**config.mk**
```make
export PLATFORM = sky130hd
export DESIGN_NAME = arb_sched_ctrl
export DESIGN_NICKNAME = d
export VERILOG_FILES = /design/src/rtl/arb_sched_ctrl.sv
export SDC_FILE = /design/constraint.sdc
export NUM_CORES = 1
export LEC_CHECK = 0
export CORE_UTILIZATION = 52
export DETAILED_ROUTE_END_ITERATION = 10
export PLACE_DENSITY = 0.79
export SLEW_MARGIN = 10
export SYNTH_ARGS = -nofsm -noshare
export SYNTH_HDL_FRONTEND = slang
export SYNTH_SLANG_ARGS = --single-unit
```
**constraint.sdc**
```tcl
create_clock -name clock -period 1.99 [get_ports clock]
set_input_delay 0.2985 -clock clock [delete_from_list [all_inputs] [get_ports clock]]
set_output_delay 0.2985 -clock clock [all_outputs]
set_load 0.005 [all_outputs]
```
**src/rtl/arb_sched_ctrl.sv**
```systemverilog
// Four-way request arbiter with a programmable grant latency and grant hold.
// Requests queue in pend; one winner at a time is served as WAIT -> GRANT.
module arb_sched_ctrl #(
  parameter int unsigned MIN_DLY  = 3,
  parameter int unsigned HOLD_MAX = 2
) (
  input  logic       clock,
  input  logic       rst,
  input  logic       req1,
  input  logic       req2,
  input  logic       req3,
  input  logic       req4,
  input  logic [2:0] delay_cfg,
  input  logic       hold_cfg,
  input  logic       prio_mode,
  output logic       gnt1,
  output logic       gnt2,
  output logic       gnt3,
  output logic       gnt4,
  output logic [3:0] pend,
  output logic       busy,
  output logic       dup_err
);

  localparam int unsigned CM0  = (HOLD_MAX > 7) ? HOLD_MAX : 7;
  localparam int unsigned CMAX = (MIN_DLY > CM0) ? MIN_DLY : CM0;
  localparam int unsigned CW   = $clog2(CMAX + 1);

  localparam logic [CW-1:0] MIN_D  = CW'(MIN_DLY);
  localparam logic [CW-1:0] HOLD_L = CW'(HOLD_MAX);
  localparam logic [CW-1:0] ONE    = CW'(1);

  typedef enum logic [1:0] {
    IDLE,
    WAIT,
    GRANT
  } state_t;

  state_t        state_q, state_d;
  logic [CW-1:0] cnt_q, cnt_d;
  logic [3:0]    gnt_q, gnt_d;
  logic [3:0]    pend_q, pend_d;
  logic          busy_q;
  logic          dup_q, dup_d;
  logic          hold_q, hold_d;
  logic [1:0]    win_q, win_d;
  logic [1:0]    lw_q, lw_d;

  logic [3:0]    req;
  logic [3:0]    cand;
  logic [CW-1:0] cfg_d;
  logic [CW-1:0] d_eff;
  logic [1:0]    sel;
  logic [1:0]    idx;
  logic          hit;

  assign req   = {req4, req3, req2, req1};
  assign cand  = pend_q | req;
  assign cfg_d = CW'(delay_cfg);
  assign d_eff = (cfg_d < MIN_D) ? MIN_D : cfg_d;

  // Round-robin starts the scan just after the last served requester
  always_comb begin
    sel = '0;
    idx = '0;
    hit = 1'b0;
    for (int i = 0; i < 4; i++) begin
      idx = prio_mode ? lw_q + 2'(i + 1) : 2'(i);
      if (!hit && cand[idx]) begin
        hit = 1'b1;
        sel = idx;
      end
    end
  end

  always_comb begin
    state_d = state_q;
    cnt_d   = cnt_q;
    gnt_d   = gnt_q;
    pend_d  = cand;
    dup_d   = dup_q | (|(req & pend_q));
    hold_d  = hold_q;
    win_d   = win_q;
    lw_d    = lw_q;
    unique case (state_q)
      IDLE: begin
        if (|cand) begin
          pend_d  = cand & ~(4'b0001 << sel);
          win_d   = sel;
          hold_d  = hold_cfg;
          cnt_d   = d_eff;
          state_d = WAIT;
        end
      end
      WAIT: begin
        if (cnt_q <= ONE) begin
          state_d = GRANT;
          gnt_d   = 4'b0001 << win_q;
          cnt_d   = hold_q ? HOLD_L : ONE;
        end else begin
          cnt_d = cnt_q - ONE;
        end
      end
      GRANT: begin
        if (cnt_q <= ONE) begin
          state_d = IDLE;
          gnt_d   = '0;
          cnt_d   = '0;
          lw_d    = win_q;
        end else begin
          cnt_d = cnt_q - ONE;
        end
      end
      default: state_d = IDLE;
    endcase
  end

  always_ff @(posedge clock or posedge rst) begin
    if (rst) begin
      state_q <= IDLE;
      cnt_q   <= '0;
      gnt_q   <= '0;
      pend_q  <= '0;
      busy_q  <= 1'b0;
      dup_q   <= 1'b0;
      hold_q  <= 1'b0;
      win_q   <= '0;
      lw_q    <= 2'd3;
    end else begin
      state_q <= state_d;
      cnt_q   <= cnt_d;
      gnt_q   <= gnt_d;
      pend_q  <= pend_d;
      busy_q  <= (state_d != IDLE);
      dup_q   <= dup_d;
      hold_q  <= hold_d;
      win_q   <= win_d;
      lw_q    <= lw_d;
    end
  end

  assign gnt1    = gnt_q[0];
  assign gnt2    = gnt_q[1];
  assign gnt3    = gnt_q[2];
  assign gnt4    = gnt_q[3];
  assign pend    = pend_q;
  assign busy    = busy_q;
  assign dup_err = dup_q;

endmodule

```
==> impl_metrics.ini, run 1 <==
[setup_path]
cpPeakStageDelay_ps = 630
slowest_stage = dfstp_2
critical_path.cell_chain = nor3b_2 > and4bb_2 > o31ai_2 > nand3_1 > a21oi_1
worstPathRequired_ps = 2230
startpoint_type = register
crit_family = simple AND/OR/NAND/NOR gates
endpoint_kind = register
cp_num_buf_inv = 0
path_max_fanout = 9
crit_type = reg2reg
cp.arrival_ps = 2110

[sta]
finalMaxSlewViolations = 0
period_share = 0.941
slew_headroom = 0.734
finalSetupViolCount = 0
max_freq_mhz = 534
tightest_slew_ps = 393
finalCriticalPeriod_ps = 1870
hold_viol = 0
finClkSkew_ps = 5.38

[global_routing]
grt_pass1_vias = 1063
grt_util_met2 = 0.420
grt_max_degree = 21
top_usage_layer = met2
use_met1 = 0.295
globalRoute.totalOverflow = 0
antenna_found_initial = 0
met3_usage = 0.0545
grt_first_pass_wirelength_mm = 4.68
grt_usage = 0.251

[yosys]
ys_seq_area_frac = 0.415
synth_edf_count = 0
avgSynthCellArea_um2 = 9.55
ys.flop_type = dfrtp_1
yosys_warnings = 0
syn_area_um2 = 1210
ys_seq_elements = 20
synth_nets = 144
synthCells = 127
yosysUniqueCellTypes = 47
async_flop_share = 1.00

[die]
start_util = 0.548
design.die.area_um2 = 2530
core_area_um2 = 2210
fp.dieW_um = 50.3
die_h_um = 50.3
ios = 21
row_count = 17

[detailed_routing]
post_drt_wl_per_cell_um = 14.9
ant_nets = 0
drt_iter0_markers = 27
routed_wl_mm = 2.74
firstDrtPassIters = 4
num_vias = 1104
viasPerCell = 6.00
post-route-drc-count = 0

[power]
p_leak_nw = 0.667
power_per_cell_area_nw_per_um2 = 1440
ir_worst_vdd_v = 0.00104

[status]
status = complete, no violations

[worst_hold_path]
min_path_type = in2async

[finish]
postLayoutCellArea_um2 = 1540
seq_area_um2 = 504
area_growth_pct = 27.2
layout.nets = 174
drive_above_1_share = 0.186
multi_input_area_um2 = 666
n_antenna_cell = 0
final_util = 0.697
nFillCells = 193

[placement]
hpwlAfterDp_mm = 2.10
place_area_um2 = 1490
routabilityCongestion = 0.848
port_buffers = 20

[cts]
cts.clk_slew.worst_paths_ps = 110
cts_tree = built
root_buffer = clkbuf_4
clock-sinks = 20
numCtsBuffers = 3
cts_setup_buffers = 0
clock_latency_ps = 310
clockBufferDepth = 2
htree_levels = 1

[job]
max_cap_violations = 0
[stage by stage]
stage          setup TNS, ps  std cells  hold WS, ps  total power, mW  setup WS [ps]
2_1_floorplan              0        127          261             1.53            231
3_3_place_gp            -523        180          455             1.86          -93.1
3_5_place_dp           -1090        180          456             1.93           -169
4_1_cts                    0        184          301             2.17           58.3
5_1_grt                -2.41        184          337             2.41          -2.41
6_report                   0        184          299             2.22            117
[Yosys cell counts, types with 2 or more instances]
| library cell | number | area [µm²] |
|---|---|---|
| mux2_2 | 4 | 45.0 |
| a21oi_1 | 8 | 40.0 |
| o41ai_1 | 2 | 17.5 |
| dfstp_2 | 2 | 52.6 |
| dfrtp_1 | 18 | 450 |
| o21ai_0 | 8 | 40.0 |
| nand3_1 | 4 | 20.0 |
| ha_1 | 6 | 75.1 |
| buf_4 | 2 | 15.0 |
| a21o_1 | 2 | 15.0 |
| o31ai_1 | 4 | 30.0 |
| nor2_1 | 7 | 26.3 |
| nand2_1 | 12 | 45.0 |
| nor3_1 | 2 | 10.0 |
| a31oi_1 | 2 | 12.5 |
| inv_1 | 13 | 48.8 |
[worst min-delay path, delay by kind of cell]
| kind | cells | cell delay (ps) |
|---|---|---|
| buf+inv | 3 | 700 |
[cells in the final DEF, fill, tap and decap left out, types with 2 or more instances in the layout]
master	n
nor3_1	2
nor2_1	7
dfrtp_1	17
inv_1	13
dfstp_2	2
a31oi_1	2
clkdlybuf4s50_1	20
a21o_1	2
ha_1	6
a21oi_1	8
o21ai_0	8
o31ai_1	3
nand3_1	4
nand2_1	12
o41ai_1	2
clkbuf_4	3
buf_4	7
mux2_2	4
[path summary, 6_finish.rpt]
kind / startpoint / endpoint / slack [ps] / cells past startpoint
max in group asynchronous: rst / lw_q[0] / 1430 / 3
hold / removal: rst / gnt_q[1] / 300 / 3
setup reg to reg: lw_q[0] / pend[2] / 120 / 5
setup / recovery: lw_q[0] / pend[2] / 120 / 5
hold reg to reg: dup_err / dup_err / 480 / 2
min in group clock: dup_err / dup_err / 480 / 2
[sequential cells by signal (all words and copies together), names as in the netlist]
register / count
busy: 1
cnt_q: 3
dup_err: 1
gnt_q: 4
hold_q: 1
lw_q: 2
pend: 4
state_q: 2
win_q: 2
[power by group]
| part | leakage [nW] | internal [mW] | switching (mW) |
|---|---|---|---|
| sequential | 0.230 | 0.596 | 0.172 |
| combinational | 0.416 | 0.613 | 0.607 |
| clock | 0.0210 | 0.112 | 0.122 |
[timing repair]
action / in CTS / in global routing
resized for setup: 1 / 4
setup endpoints to repair: 3 / 4
gates cloned: 0 / 0
hold buffers: 0 / 0
[final cells by class]
class,count,share of cell area
tap,28,0.0227
sequential,20,0.327
inverter,13,0.0316
multi-input combinational,92,0.431
timing repair buffer,27,0.164
clock buffer,4,0.0235
[metal layers]
| layer | part of all wire | wire (µm) | vias to the layer above |
|---|---|---|---|
| met5 | 0 | 0 | - |
| met4 | 0.031 | 85 | 0 |
| met3 | 0.033 | 89 | 9 |
| met2 | 0.50 | 1370 | 24 |
| met1 | 0.44 | 1190 | 545 |
| li1 | - | - | 526 |
[logic make-up (layout without fill, tap and decap cells)]
logic type      Yosys count  count (layout)  share of synthesized area
fa+ha+maj                 6               6                     0.0619
compound gates           40              40                      0.237
mux                       4               4                     0.0371
flops                    20              20                      0.415
buf+inv                  15              44                     0.0526
simple gates             41              41                      0.189
xor+xnor                  1               1                    0.00723
Power figures use the tool's default switching activity.
==> inputs of run 2 (changes only) <==
==> constraint.sdc (replaced) <==
create_clock -name clock -period 1.99 [get_ports clock]
set_input_delay 0.2985 -clock clock [delete_from_list [all_inputs] [get_ports clock]]
set_output_delay 0.2985 -clock clock [all_outputs]
set_load 0.1 [all_outputs]
==> impl_metrics.ini, run 2 (same netlist as run 1, synthesis figures left out) <==
[status]
status = complete, no violations

[detailed_routing]
post_drt_wl_per_cell_um = 13.8
viasPerCell = 5.82
routed-wl-met3_um = 77
met2_length_mm = 1.38
drt_iter0_markers = 28
post-route-drc-count = 0
firstDrtPassIters = 4
num_vias = 1071
wl_met1_mm = 1.07
routed.top_layer = met3
routed_wl_mm = 2.53
ant_nets = 0

[setup_path]
slowest_stage = dfrtp_1
endpoint_kind = register
reg2reg_from = cnt_q[1]
cpPeakStageDelay_ps = 400
worstPathRequired_ps = 2220
worst_r2r_endpoint = cnt_q[2]
r2r_slack_ps = 120
crit_family = compound AO/OA/AOI/OAI gates
cp.arrival_ps = 2100
r2r_cells = 7
worst-path-stages = 7
critical_path.cell_chain = inv_1 > ha_1 > o21bai_1 > a2bb2o_2 > or2_1 > o32a_1 > o22ai_2
cp_num_buf_inv = 1
startpoint_type = register
crit_type = reg2reg
crit_path_start = cnt_q[1]
path_max_fanout = 4
endpoint = cnt_q[2]

[global_routing]
grt_usage = 0.212
globalRoute.totalOverflow = 0
grt_first_pass_wirelength_mm = 4.08
grt_pass1_vias = 973
grt_max_degree = 21
antenna_found_initial = 0

[die]
die_h_um = 50.3
start_util = 0.548
design.die.area_um2 = 2530
ios = 21
fp.dieW_um = 50.3
row_count = 17
core_area_um2 = 2210

[sta]
tightest_slew_ps = 432
finalSetupViolCount = 0
fin_tns_setup_ps = 0
finalCriticalPeriod_ps = 1870
finalMaxSlewViolations = 0
hold_viol = 0
holdWs_ps = 308
max_freq_mhz = 534
slew_headroom = 0.711
finClkSkew_ps = 12.6
period_share = 0.941
rsz0062_at_grt = no

[worst_hold_path]
min_path_type = in2async

[finish]
n_antenna_cell = 0
multi_input_area_um2 = 652
area_growth_pct = 25.7
seq_area_um2 = 508
nFillCells = 177
layout.nets = 174
postLayoutCellArea_um2 = 1520
final_common_cell = buf_4
drive_above_1_share = 0.263
layout_common_cells = 17 x buf_4, 14 x dfrtp_1, 13 x inv_1

[cts]
htree_levels = 1
cts_tree = built
clock_latency_ps = 310
numCtsBuffers = 3
clock-sinks = 20
root_buffer = clkbuf_4
cts.clk_slew.worst_paths_ps = 120
clockBufferDepth = 2
holdBufCountCts = 0

[job]
max_cap_violations = 0

[placement]
routabilityCongestion = 0.830
hpwlAfterDp_mm = 1.99
place_area_um2 = 1460
port_buffers = 20
==> run 2: worst min-delay path by stage <==
stage / startpoint / to / slack, ps / depth (start not counted)
2_1_floorplan: rst / busy / 260 / 1
3_3_place_gp: dup_err / dup_err / 460 / 2
3_5_place_dp: gnt_q[2] / gnt_q[2] / 470 / 2
4_1_cts: rst / dup_err / 320 / 3
5_1_grt: rst / dup_err / 330 / 3
6_report: rst / dup_err / 310 / 3
==> run 2: repair_timing <==
item / CTS / global route
gates resized for setup: 0 / 2
hold endpoints to repair: 0 / 0
endpoints found under the setup margin: 0 / 4
setup buffers: 0 / 1
==> run 2: worst min-delay path, stage by stage <==
cell and delay (ps):
clkdlybuf4s50_1 400, inv_1 50, buf_4 260
==> run 2: routing by layer <==
layer / vias up / global-route usage
li1: 520 / -
met1: 523 / 0.263
met2: 28 / 0.376
met3: 0 / 0.0273
met4: 0 / 0.0714
met5: - / 0
==> run 2: cell type report <==
class	instances	share of cell area
Sequential cell	20	0.333
Clock inverter	1	0.0197
Clock buffer	3	0.0148
Inverter	13	0.0320
Multi-Input combinational cell	92	0.428
Tap cell	28	0.0230
Timing Repair Buffer	27	0.149
==> run 2: stage by stage <==
| stage | cells | worst slack (ps) | util |
|---|---|---|---|
| 4_1_cts | 183 | 50.6 | 0.683 |
| 3_3_place_gp | 179 | -82.5 | 0.659 |
| 5_1_grt | 184 | 25.8 | 0.689 |
| 2_1_floorplan | 127 | 23.1 | - |
| 3_5_place_dp | 179 | -150 | 0.659 |
| 6_report | 184 | 117 | 0.689 |
Power of run 2 is left out: the tool's default activity adds up to more than one toggle a clock period on the data nets, which glitch-free logic cannot reach.
==> inputs of run 3 (changes only) <==
--- a/config.mk
+++ b/config.mk
@@ -5,9 +5,9 @@
 export SDC_FILE = /design/constraint.sdc
 export NUM_CORES = 1
 export LEC_CHECK = 0
-export CORE_UTILIZATION = 52
+export CORE_UTILIZATION = 45
 export DETAILED_ROUTE_END_ITERATION = 10
-export PLACE_DENSITY = 0.79
+export PLACE_DENSITY = 0.7
 export SLEW_MARGIN = 10
 export SYNTH_ARGS = -nofsm -noshare
 export SYNTH_HDL_FRONTEND = slang
==> impl_metrics.ini, run 3 (same netlist as run 1, synthesis figures left out) <==
[status]
status = complete, no violations

[power]
p_leak_nw = 0.681
power_per_cell_area_nw_per_um2 = 1790
p_comb_frac = 0.639
p_seq_frac = 0.274
switching_share = 0.524
p_int_mw = 1.30
ir_worst_vdd_v = 0.00111
power_frac_clock = 0.087
switchingPower_mw = 1.43

[sta]
rsz0062_at_grt = no
finClkSkew_ps = 11.3
tightest_slew_ps = 463
finalSetupViolCount = 0
period_share = 0.935
finalCriticalPeriod_ps = 1860
slew_headroom = 0.691
finalMaxSlewViolations = 0
max_freq_mhz = 537
holdWs_ps = 302
hold_viol = 0
worst_slack_ps = 129
fin_tns_setup_ps = 0

[setup_path]
worstPathRequired_ps = 2230
reg2reg_from = state_q[0]
crit_type = reg2reg
crit_family = compound AO/OA/AOI/OAI gates
r2r_slack_ps = 130
cpPeakStageDelay_ps = 430
worst_r2r_endpoint = cnt_q[2]
r2r_cells = 6
startpoint_type = register
cp.arrival_ps = 2100
slowest_stage = dfrtp_1
path_max_fanout = 5
critical_path.cell_chain = inv_1 > ha_1 > a2bb2o_2 > or2_1 > o32a_1 > o22ai_2
cp_num_buf_inv = 1
endpoint_kind = register

[job]
max_cap_violations = 0

[die]
row_count = 18
ios = 21
die_h_um = 53.9
core_area_um2 = 2520
fp.dieW_um = 53.9
design.die.area_um2 = 2910
start_util = 0.481

[global_routing]
grt_usage = 0.203
top_usage_layer = met2
met3_usage = 0.0424
globalRoute.totalOverflow = 0
grt_first_pass_wirelength_mm = 4.07
grt_util_met2 = 0.325
grt_pass1_vias = 917
use_met1 = 0.276
antenna_found_initial = 0
grt_max_degree = 21

[finish]
layout_common_cells = 19 x buf_4, 14 x dfrtp_1, 13 x inv_1
postLayoutCellArea_um2 = 1530
n_antenna_cell = 0
drive_above_1_share = 0.272
final_util = 0.605
final_common_cell = buf_4
area_growth_pct = 25.8
layout.nets = 176

[cts]
numCtsBuffers = 3
cts_tree = built
cts.clk_slew.worst_paths_ps = 120
htree_levels = 1
clockBufferDepth = 2
holdBufCountCts = 0
clock_latency_ps = 300
root_buffer = clkbuf_4
clock-sinks = 20

[detailed_routing]
ant_nets = 0
drt_iter0_markers = 21
post-route-drc-count = 0
viasPerCell = 5.52
num_vias = 1038
routed_wl_mm = 2.57
firstDrtPassIters = 4
post_drt_wl_per_cell_um = 13.7

[placement]
place_area_um2 = 1480
port_buffers = 20
routabilityCongestion = 0.833
pre_cts_ws_ps = -179
hpwlAfterDp_mm = 1.97

[worst_hold_path]
min_path_type = in2async
[run 3: cell type report]
cell class	instances	area, µm²
multi-input cells	92	652
flip-flops and latches	20	508
inverters	13	48.8
repair buffers	29	243
fillers	235	997
clock buffers	4	36.3
well taps	30	37.5
[run 3: stage by stage]
step | std cells | power, mW
finish | 188 | 2.73
global route | 188 | 2.93
CTS | 187 | 2.71
detailed placement | 183 | 2.46
global placement | 183 | 2.43
floorplan | 127 | 2.07
[run 3: worst max-delay path by stage]
| stage | from | endpoint | slack (ps) | cells after the start |
|---|---|---|---|---|
| 6_report | state_q[0] | cnt_q[2] | 130 | 6 |
| 5_1_grt | prio_mode | pend[1] | 1 | 6 |
| 4_1_cts | cnt_q[0] | cnt_q[2] | 70 | 6 |
| 3_5_place_dp | prio_mode | pend[0] | -180 | 6 |
| 3_3_place_gp | prio_mode | pend[0] | -100 | 6 |
| 2_1_floorplan | pend[0] | pend[3] | 20 | 5 |
[run 3: per-layer routing]
| metal | share of wire | vias to the layer above |
|---|---|---|
| met2 | 0.47 | 17 |
| met1 | 0.49 | 496 |
| met5 | 0 | - |
| met3 | 0.031 | 4 |
| li1 | - | 521 |
| met4 | 0.0089 | 0 |
[run 3: power groups by stage]
| stage | Clock (mW) | Sequential [mW] | Combinational [mW] |
|---|---|---|---|
| 2_1_floorplan | 0 | 1.26 | 0.815 |
| 3_3_place_gp | 0 | 0.753 | 1.68 |
| 3_5_place_dp | 0 | 0.758 | 1.71 |
| 4_1_cts | 0.243 | 0.750 | 1.71 |
| 5_1_grt | 0.259 | 0.775 | 1.89 |
| 6_report | 0.237 | 0.747 | 1.75 |
[run 3: tightest hold or removal path, delay by kind of cell]
family	cells	cell delay, ps
buffers and inverters	3	690
[run 3: timing repair]
item / in CTS / in global routing
hold endpoints to repair: 0 / 0
buffers inserted: 0 / 1
setup endpoints to repair: 0 / 4
resized for setup: 0 / 2
